--- config.mk ---
export PLATFORM = sky130hd
export DESIGN_NAME = axum_uart_tx
export DESIGN_NICKNAME = d
export VERILOG_FILES = /design/src/rtl/axum_uart_pkg.sv /design/src/rtl/axum_uart_fifo.sv /design/src/rtl/axum_uart_tx.sv
export SDC_FILE = /design/constraint.sdc
export NUM_CORES = 2
export LEC_CHECK = 0
export CELL_PAD_IN_SITES_DETAIL_PLACEMENT = 1
export CELL_PAD_IN_SITES_GLOBAL_PLACEMENT = 2
export CORE_MARGIN = 2
export CORE_UTILIZATION = 54
export CTS_CLUSTER_SIZE = 24
export DETAILED_ROUTE_END_ITERATION = 7
export PLACE_DENSITY = 0.9
export SYNTH_ARGS = -nofsm -noshare
export SYNTH_HDL_FRONTEND = slang
export SYNTH_SLANG_ARGS = --single-unit
--- constraint.sdc ---
create_clock -name clk_i -period 5.6 [get_ports clk_i]
set_clock_uncertainty 0.2 [all_clocks]
set_input_delay 1.4 -clock clk_i [delete_from_list [all_inputs] [get_ports clk_i]]
set_output_delay 1.4 -clock clk_i [all_outputs]
set_load 0.005 [all_outputs]
--- src/rtl/axum_uart_pkg.sv ---
// rtl/axum_uart_pkg.sv - shared UART transmit/receive types and defaults
//
// Holds the serial FSM state encoding, the default frame geometry and a
// small width helper used by both UART directions.
package axum_uart_pkg;

  // Default data bits per frame and stop-bit length in baud ticks.
  localparam int DBIT_DEF    = 8;
  localparam int SB_TICK_DEF = 16;

  // Start and data bits each last this many baud ticks.
  localparam int OVERSAMPLE  = 16;

  typedef enum logic [1:0] {
    IDLE  = 2'd0,
    START = 2'd1,
    DATA  = 2'd2,
    STOP  = 2'd3
  } uart_state_e;

  // Bits needed to count 0..n-1, never less than one.
  function automatic int cnt_w(input int n);
    return (n > 1) ? $clog2(n) : 1;
  endfunction

endpackage

--- src/rtl/axum_uart_fifo.sv ---
// rtl/axum_uart_fifo.sv - synchronous FIFO feeding the UART transmitter
//
// Ports:
//   clk_i  - clock, rising edge
//   rst_i  - asynchronous active-high reset, empties the FIFO
//   push   - write request, ignored while full
//   pop    - read request, ignored while empty
//   wdata  - write data
//   rdata  - head entry (valid while !empty)
//   full   - no room; derived from registered pointers only
//   empty  - no entries; derived from registered pointers only
module axum_uart_fifo #(
  parameter int WIDTH  = 8,
  parameter int ADDR_W = 8
) (
  input  logic             clk_i,
  input  logic             rst_i,
  input  logic             push,
  input  logic             pop,
  input  logic [WIDTH-1:0] wdata,
  output logic [WIDTH-1:0] rdata,
  output logic             full,
  output logic             empty
);

  localparam int DEPTH = 1 << ADDR_W;
  localparam logic [ADDR_W:0] PTR_ONE = (ADDR_W + 1)'(1);

  logic [WIDTH-1:0] mem [DEPTH];
  logic [ADDR_W:0]  wr_ptr;
  logic [ADDR_W:0]  rd_ptr;
  logic             do_push;
  logic             do_pop;

  // The extra pointer MSB separates "wrapped once" (full) from "equal" (empty).
  assign full  = (wr_ptr[ADDR_W] != rd_ptr[ADDR_W]) &&
                 (wr_ptr[ADDR_W-1:0] == rd_ptr[ADDR_W-1:0]);
  assign empty = (wr_ptr == rd_ptr);

  // Gating on registered flags: a same-cycle pop never frees space for a
  // push into a full FIFO, and a push into an empty FIFO is not visible to
  // the reader until the following cycle.
  assign do_push = push && !full;
  assign do_pop  = pop && !empty;

  always_ff @(posedge clk_i or posedge rst_i) begin
    if (rst_i) begin
      wr_ptr <= '0;
      rd_ptr <= '0;
    end else begin
      if (do_push) wr_ptr <= wr_ptr + PTR_ONE;
      if (do_pop)  rd_ptr <= rd_ptr + PTR_ONE;
    end
  end

  always_ff @(posedge clk_i) begin
    if (do_push) mem[wr_ptr[ADDR_W-1:0]] <= wdata;
  end

  assign rdata = mem[rd_ptr[ADDR_W-1:0]];

endmodule

--- src/rtl/axum_uart_tx.sv ---
// rtl/axum_uart_tx.sv - buffered UART transmitter with programmable baud divisor
//
// Ports:
//   clk_i      - clock, rising edge
//   rst_i      - asynchronous active-high reset, aborts any frame
//   tx_valid_i - byte offered for transmission
//   tx_data_i  - byte to transmit
//   tx_ready_o - FIFO can accept (handshake on valid & ready)
//   dvsr_i     - baud divisor, tick period is dvsr_i+1 clocks
//   tx_o       - serial line, idle high
//   tx_busy_o  - frame in progress
//   tx_empty_o - FIFO empty
//   tx_done_o  - one-cycle pulse at the end of each stop bit
module axum_uart_tx
  import axum_uart_pkg::*;
#(
  parameter int DBIT    = DBIT_DEF,
  parameter int SB_TICK = SB_TICK_DEF,
  parameter int FIFO_W  = 8
) (
  input  logic            clk_i,
  input  logic            rst_i,
  input  logic            tx_valid_i,
  input  logic [DBIT-1:0] tx_data_i,
  output logic            tx_ready_o,
  input  logic [31:0]     dvsr_i,
  output logic            tx_o,
  output logic            tx_busy_o,
  output logic            tx_empty_o,
  output logic            tx_done_o
);

  localparam int TW = cnt_w((SB_TICK > OVERSAMPLE) ? SB_TICK : OVERSAMPLE);
  localparam int NW = cnt_w(DBIT);

  localparam logic [TW-1:0] S_ONE       = TW'(1);
  localparam logic [TW-1:0] S_BIT_LAST  = TW'(OVERSAMPLE - 1);
  localparam logic [TW-1:0] S_STOP_LAST = TW'(SB_TICK - 1);
  localparam logic [NW-1:0] N_ONE       = NW'(1);
  localparam logic [NW-1:0] N_LAST      = NW'(DBIT - 1);

  uart_state_e     state_q;
  logic [31:0]     cnt_q;
  logic            tick;
  logic [TW-1:0]   s_q;
  logic [NW-1:0]   n_q;
  logic [DBIT-1:0] shift_q;
  logic            tx_q;
  logic            done_q;

  logic            fifo_pop;
  logic [DBIT-1:0] fifo_rdata;
  logic            fifo_full;
  logic            fifo_empty;
  logic            stop_end;

  axum_uart_fifo #(
    .WIDTH  (DBIT),
    .ADDR_W (FIFO_W)
  ) u_fifo (
    .clk_i (clk_i),
    .rst_i (rst_i),
    .push  (tx_valid_i),
    .pop   (fifo_pop),
    .wdata (tx_data_i),
    .rdata (fifo_rdata),
    .full  (fifo_full),
    .empty (fifo_empty)
  );

  // Using >= rather than == lets a divisor lowered below the running count
  // end the current tick on the next cycle instead of counting to 2**32.
  assign tick = (state_q != IDLE) && (cnt_q >= dvsr_i);

  always_ff @(posedge clk_i or posedge rst_i) begin
    if (rst_i) begin
      cnt_q <= '0;
    end else if (state_q == IDLE || tick) begin
      cnt_q <= '0;
    end else begin
      cnt_q <= cnt_q + 32'd1;
    end
  end

  assign stop_end = (state_q == STOP) && tick && (s_q == S_STOP_LAST);

  // Head is taken either to start from idle or to chain straight into the
  // next frame at the last stop-bit tick.
  assign fifo_pop = !fifo_empty && ((state_q == IDLE) || stop_end);

  always_ff @(posedge clk_i or posedge rst_i) begin
    if (rst_i) begin
      state_q <= IDLE;
      s_q     <= '0;
      n_q     <= '0;
      shift_q <= '0;
      tx_q    <= 1'b1;
      done_q  <= 1'b0;
    end else begin
      done_q <= 1'b0;

      // Line level follows the current state, so it trails state by one
      // cycle; every bit keeps its full length on the wire.
      case (state_q)
        START:   tx_q <= 1'b0;
        DATA:    tx_q <= shift_q[0];
        default: tx_q <= 1'b1;
      endcase

      case (state_q)
        IDLE: begin
          if (!fifo_empty) begin
            shift_q <= fifo_rdata;
            s_q     <= '0;
            n_q     <= '0;
            state_q <= START;
          end
        end
        START: begin
          if (tick) begin
            if (s_q == S_BIT_LAST) begin
              s_q     <= '0;
              n_q     <= '0;
              state_q <= DATA;
            end else begin
              s_q <= s_q + S_ONE;
            end
          end
        end
        DATA: begin
          if (tick) begin
            if (s_q == S_BIT_LAST) begin
              s_q     <= '0;
              shift_q <= shift_q >> 1;
              if (n_q == N_LAST) begin
                state_q <= STOP;
              end else begin
                n_q <= n_q + N_ONE;
              end
            end else begin
              s_q <= s_q + S_ONE;
            end
          end
        end
        STOP: begin
          if (tick) begin
            if (s_q == S_STOP_LAST) begin
              s_q    <= '0;
              done_q <= 1'b1;
              if (!fifo_empty) begin
                shift_q <= fifo_rdata;
                n_q     <= '0;
                state_q <= START;
              end else begin
                state_q <= IDLE;
              end
            end else begin
              s_q <= s_q + S_ONE;
            end
          end
        end
        default: state_q <= IDLE;
      endcase
    end
  end

  assign tx_o       = tx_q;
  assign tx_done_o  = done_q;
  assign tx_busy_o  = (state_q != IDLE);
  assign tx_empty_o = fifo_empty;
  assign tx_ready_o = !fifo_full;

endmodule

-- Word-level counts from Yosys, hierarchy flattened
Memories as Yosys holds them, arrays and structs flattened.
Index checks and enable logic that the tools add are counted.
- add/subtract/negate cells: 5
- multiply operators: 0
- div/mod/pow operators: 0
- $lt $le $gt $ge: 1
- equality and inequality tests: 18
- shifts and indexed selects: 0
- multiplexer cells: 36
- bitwise gates (word level): 0
- reduce and logical (&&, ||, !) cells: 19
- operators by type and width (kind ; count):
    two-way mux 8 bit ; 5
    adder 32 x 1 -> 32 bit (second input constant) ; 1
    >= comparator 32 bit ; 1
    two-way mux 32 bit ; 1
    two-way mux 3 bit ; 8
    case mux 8 bit (3 select lines) ; 1
    adder 9 x 1 -> 9 bit (second input constant) ; 2
    two-way mux 2 bit ; 8
    inequality test 2 bit (second input constant) ; 8
    two-way mux 4 bit ; 3
    case mux 3 bit (4 select lines) ; 1
    == test 9 bit ; 1
    == test 8 bit ; 1
    case mux 2 bit (4 select lines) ; 1
    case mux 4 bit (2 select lines) ; 1
    AND reduction 8 bit ; 1
    logical AND 1 bit ; 7
    AND reduction 7 bit ; 1
    two-way mux 1 bit ; 6
    AND reduction 5 bit ; 1
    adder 4 x 1 -> 4 bit (second input constant) ; 1
    == test 2 bit (second input constant) ; 2
    == test 4 bit (second input constant) ; 1
    inequality test 2 x 1 -> 1 bit (second input constant) ; 2
    12 further kinds ; 14
- register bits: 69
- bits in latches: 0
- RAM bits: 2048
- bits in read-only memories: 0
- input bits: 43
- output and inout bits: 5
- word-level logic and storage cells: 89
- memories kept: 1
- memories (memory ; depth ; bits a word ; rd ports ; clocked after memory_dff ; wr ports ; RTL line ; RTL):
    u_fifo.mem ; 256 ; 8 ; 1 ; 0 ; 1 ; axum_uart_fifo.sv:29 ; logic [WIDTH-1:0] mem [DEPTH];

-- Longest topological paths before layout
- word-level depth: 7
- gate-level depth with buffers: 14
- mapped depth without buffers: 10

-- Modules after synthesis
From an unflattened synthesis, not the netlist that was laid out.
- cells, all modules: 4234
- area total of the unflattened synthesis: 84129.4 um2
- modules (own cells, without submodules) (module ; times used ; cells each ; area an instance (um2) ; sequential area each (um2)):
    axum_uart_fifo ; 1 ; 3865 ; 80719.9 ; 61949.4
    axum_uart_tx ; 1 ; 369 ; 3409.5 ; 1277.5

-- Least setup slack after synthesis
No wires, ideal clock.
- path type: input-to-reg
- start: input port dvsr_i[10]
- end: register u_fifo.rd_ptr[1]
- library setup time: 0.125 ns
- data arrival time: 3.458 ns
- required time: 5.275 ns
- setup slack: 1.818 ns
- cell stages on the path: 9
- buffers on the path: 0
- cells stage by stage: inv_1 ha_1 a21oi_1 nand2_1 a2111o_1 o31ai_1 nand3_1 nand2_1 mux2_2
- longest elaborated chain between the ends: 7
- RTL lines (element ; RTL line ; RTL):
    start: declaration ; axum_uart_tx.sv:26 ; input logic [31:0] dvsr_i,
    >= comparator 32 bit ; axum_uart_tx.sv:73 ; assign tick = (state_q != IDLE) && (cnt_q >= dvsr_i);
    logical AND 1 bit ; axum_uart_tx.sv:73 ;
    logical AND 1 bit (2 in series) ; axum_uart_tx.sv:85 ; assign stop_end = (state_q == STOP) && tick && (s_q == S_STOP_LAST);
    logical OR 1 bit ; axum_uart_tx.sv:89 ; assign fifo_pop = !fifo_empty && ((state_q == IDLE) || stop_end);
    logical AND 1 bit ; axum_uart_tx.sv:89 ;
    logical AND 1 bit ; axum_uart_fifo.sv:44 ; assign do_pop = pop && !empty;
    end signal: assignment ; axum_uart_fifo.sv:52 ; if (do_pop) rd_ptr <= rd_ptr + PTR_ONE;
    end: declaration ; axum_uart_fifo.sv:31 ; logic [ADDR_W:0] rd_ptr;
Every way passes these cells.
A chain may end at the register's enable or synchronous reset.

-- Final worst setup path
- start: register u_fifo.rd_ptr[2]
- end: output port tx_empty_o
- longest elaborated chain between the ends: 1
- RTL lines (element ; RTL line ; RTL):
    == test 9 bit ; axum_uart_fifo.sv:38 ; assign empty = (wr_ptr == rd_ptr);
    end: declaration ; axum_uart_tx.sv:29 ; output logic tx_empty_o,
Every way passes these cells.

==> out/metrics.csv <==
metric;value;unit
largest net degree at the start of global routing;145;
Bufs on Longest Clock Path;3;
relative max-transition margin;17.65;%
Chip Width;400.3;microns
Flop pwr share;54.8;%
CTS Hold Bufs;0;
power density over cell area;343.8;nW/um^2
detailed router's first-iteration violation count;5850;
endpoints failing hold;0;
Worst-Skew Late Latency;840;ps
Setup crit end kind;output port;
Clock power frac;41.7;%
Die Y;400.3;microns
Primary FF master, synth;edfxtp_1;
dpl hpwl;145.0;mm
Worst Hold Class;register to register;
Period minus WS final;5223;ps
Placement Cell Area;87300;sq um
Crit Path Class;register to output port;
final cell count without fillers;6716;
GRT Resource Usage Total;30.26;%
global route overflow;0;
H-tree depth;4;
share of layout cells above drive strength 1;18.16;%
Rows;145;
first-pass detailed-route iteration total;8;
total negative setup slack;0;ps
maxcap violations;0;
first-pass GRT wire length;349.7;mm
final WL;241.0;mm
Internal;0.02519;W
Mapped Area;84820;sq um
IO buf count;47;
Post-Syn Nets;4432;
Syn-to-layout area delta;10.48;%
Synth warnings;0;
switching power;0.007021;W
Final ANT Viol Nets;0;
Worst-Margin Slew;1235;ps
Avg Cell Area, Syn;19.53;sq um
initial antenna violation count;10;
Placed Instances;6339;
I/O pin count;48;
Logic pwr share;3.6;%
die area;160300;sq um
number of global-route vias before repair;47817;
GP Congestion;0.8721;
CTS buffer count;204;
count leader, synth;edfxtp_1;
Final Cell Area;93700;sq um
Num Clock Sinks;2117;
run status;finished, final reports clean;
NumNets Final;4576;
Post-synth EDFFs;2048;
sw frac;21.80;%
Clock transition at path regs;60;ps
max-slew violations;0;
Critical Path AT;3620;ps
critical path startpoint category;register;
post-CTS resize count;0;
CP max FO;21;
share of the synthesized area in the top cell type;72.51;%
Distinct cells, synth;81;
Worst VDD drop;0.0003150;V
Via density;6.808;
RSZ-0062 raised after global routing;no;
Residual DRC;0;
Post-synth top cells;edfxtp_1, nor2_1, mux4_2;
CTS tree;yes;
Root Buffer;clkbuf_16;
Pleak;28.60;nW
synth top area cells;edfxtp_1, mux4_2, mux2i_1;
worst path required time;4000;ps
Async S/R FF share, synth;3.259;%
fmax;0.1914;GHz
Mapped Cells;4343;
wire per inst;35.89;microns
Starting Density;54.36;%
post-CTS setup buffer count;0;
Seq/Total Area, Yosys;74.55;%
Yosys top cell by area;edfxtp_1;
FF+latch count, synth;2117;
Final period util;93.27;%
Core Area;156000;sq um
vias post-DR;45721;
endpoints failing setup;0;
[stage by stage]
stage               power (W)  setup WS [ps]  utilization (%)  hold WS [ps]
finish                0.03221          376.7            60.06         309.8
CTS                   0.03225          469.7            60.05         301.7
global route          0.03285          391.1            60.05         320.8
floorplan             0.01832           1818                -         252.5
detailed placement    0.01907          663.8            55.95         284.4
global placement      0.01899          722.0            55.95         274.9
[cell usage in the layout, fill, tap and decap left out, drive strengths merged, types with 5 or more instances in the layout]
| cell type | n |
|---|---|
| a211o | 16 |
| a211oi | 17 |
| xnor2 | 29 |
| nand4 | 35 |
| edfxtp | 2048 |
| nor2b | 17 |
| mux4 | 398 |
| nor4 | 7 |
| a221oi | 14 |
| ha | 46 |
| xor2 | 27 |
| bufinv | 14 |
| nand2b | 8 |
| buf | 139 |
| or3 | 7 |
| or2 | 5 |
| a31oi | 7 |
| and2 | 11 |
| nor3 | 30 |
| mux2 | 22 |
| o221ai | 70 |
| a2111oi | 11 |
| and3 | 15 |
| a21oi | 93 |
| clkbuf | 266 |
| o21ai | 57 |
| o22ai | 46 |
| nor2 | 353 |
| clkdlybuf4s50 | 39 |
| a22oi | 82 |
| mux2i | 253 |
| dfrtp | 68 |
| nand2 | 122 |
| a32oi | 6 |
| clkinv | 94 |
| inv | 52 |
| o211ai | 5 |
| nand3 | 83 |
[cell families after synthesis]
logic type / count (synthesis) / synth area share (%)
AO/OA/AOI/OAI: 451 / 3.777
flip-flops: 2117 / 74.55
buffers and inverters: 297 / 2.582
multiplexers: 673 / 14.08
AND/OR/NAND/NOR: 703 / 3.757
adder cells (fa/ha/maj): 46 / 0.6786
XOR/XNOR: 56 / 0.5783
[area by class of cell]
cell class / count / area (sq um)
well taps: 2058 / 2575
inverters: 49 / 187.7
clock buffers: 258 / 5381
repair buffers: 186 / 1844
multi-input cells: 1929 / 19450
fillers: 13121 / 62320
diodes: 4 / 10.01
clock inverters: 115 / 1015
flip-flops and latches: 2117 / 63240
[power groups by stage]
stage	clock, W	sequential [W]	combinational, W
after floorplan	0	0.0179	0.000417
after global placement	0	0.0179	0.00105
after detailed placement	0	0.0180	0.00111
after CTS	0.0135	0.0176	0.00112
after global routing	0.0140	0.0176	0.00118
final	0.0134	0.0176	0.00115
[layer usage]
layer	part of all wire [%]	up-vias	track usage, %
li1	-	18058	-
met1	36	23969	40.28
met2	48	3017	48.48
met3	10	663	6.711
met4	4.9	14	13.24
met5	0.035	-	0
[registers in the layout, indices dropped and copies added, names as in the netlist]
register,flops
u_fifo.mem,2048
state_q,2
shift_q,8
s_q,4
cnt_q,32
tx_o,1
u_fifo.wr_ptr,9
n_q,3
tx_done_o,1
u_fifo.rd_ptr,9
[final timing paths]
check,from,endpoint,slack [ps],depth (start not counted)
setup / recovery,u_fifo.rd_ptr[2]$_DFFE_PP0P_,tx_empty_o,380,4
hold / removal,u_fifo.wr_ptr[8]$_DFFE_PP0P_,u_fifo.wr_ptr[8]$_DFFE_PP0P_,310,1
setup reg to reg,u_fifo.rd_ptr[2]$_DFFE_PP0P_,shift_q[0]$_DFFE_PP0P_,760,8
hold reg to reg,u_fifo.wr_ptr[8]$_DFFE_PP0P_,u_fifo.wr_ptr[8]$_DFFE_PP0P_,310,1
max in group asynchronous,rst_i,u_fifo.rd_ptr[3]$_DFFE_PP0P_,3320,3
min in group asynchronous,rst_i,cnt_q[31]$_DFF_PP0_,860,2
[critical path, cell delays in order (launching register included)]
cell and delay [ps]:
dfrtp_2 1040, xnor2_1 200, nand4_1 180, nor3b_2 700
clkdlybuf4s50_1 640
No activity file was read; power rests on OpenSTA's default activity.
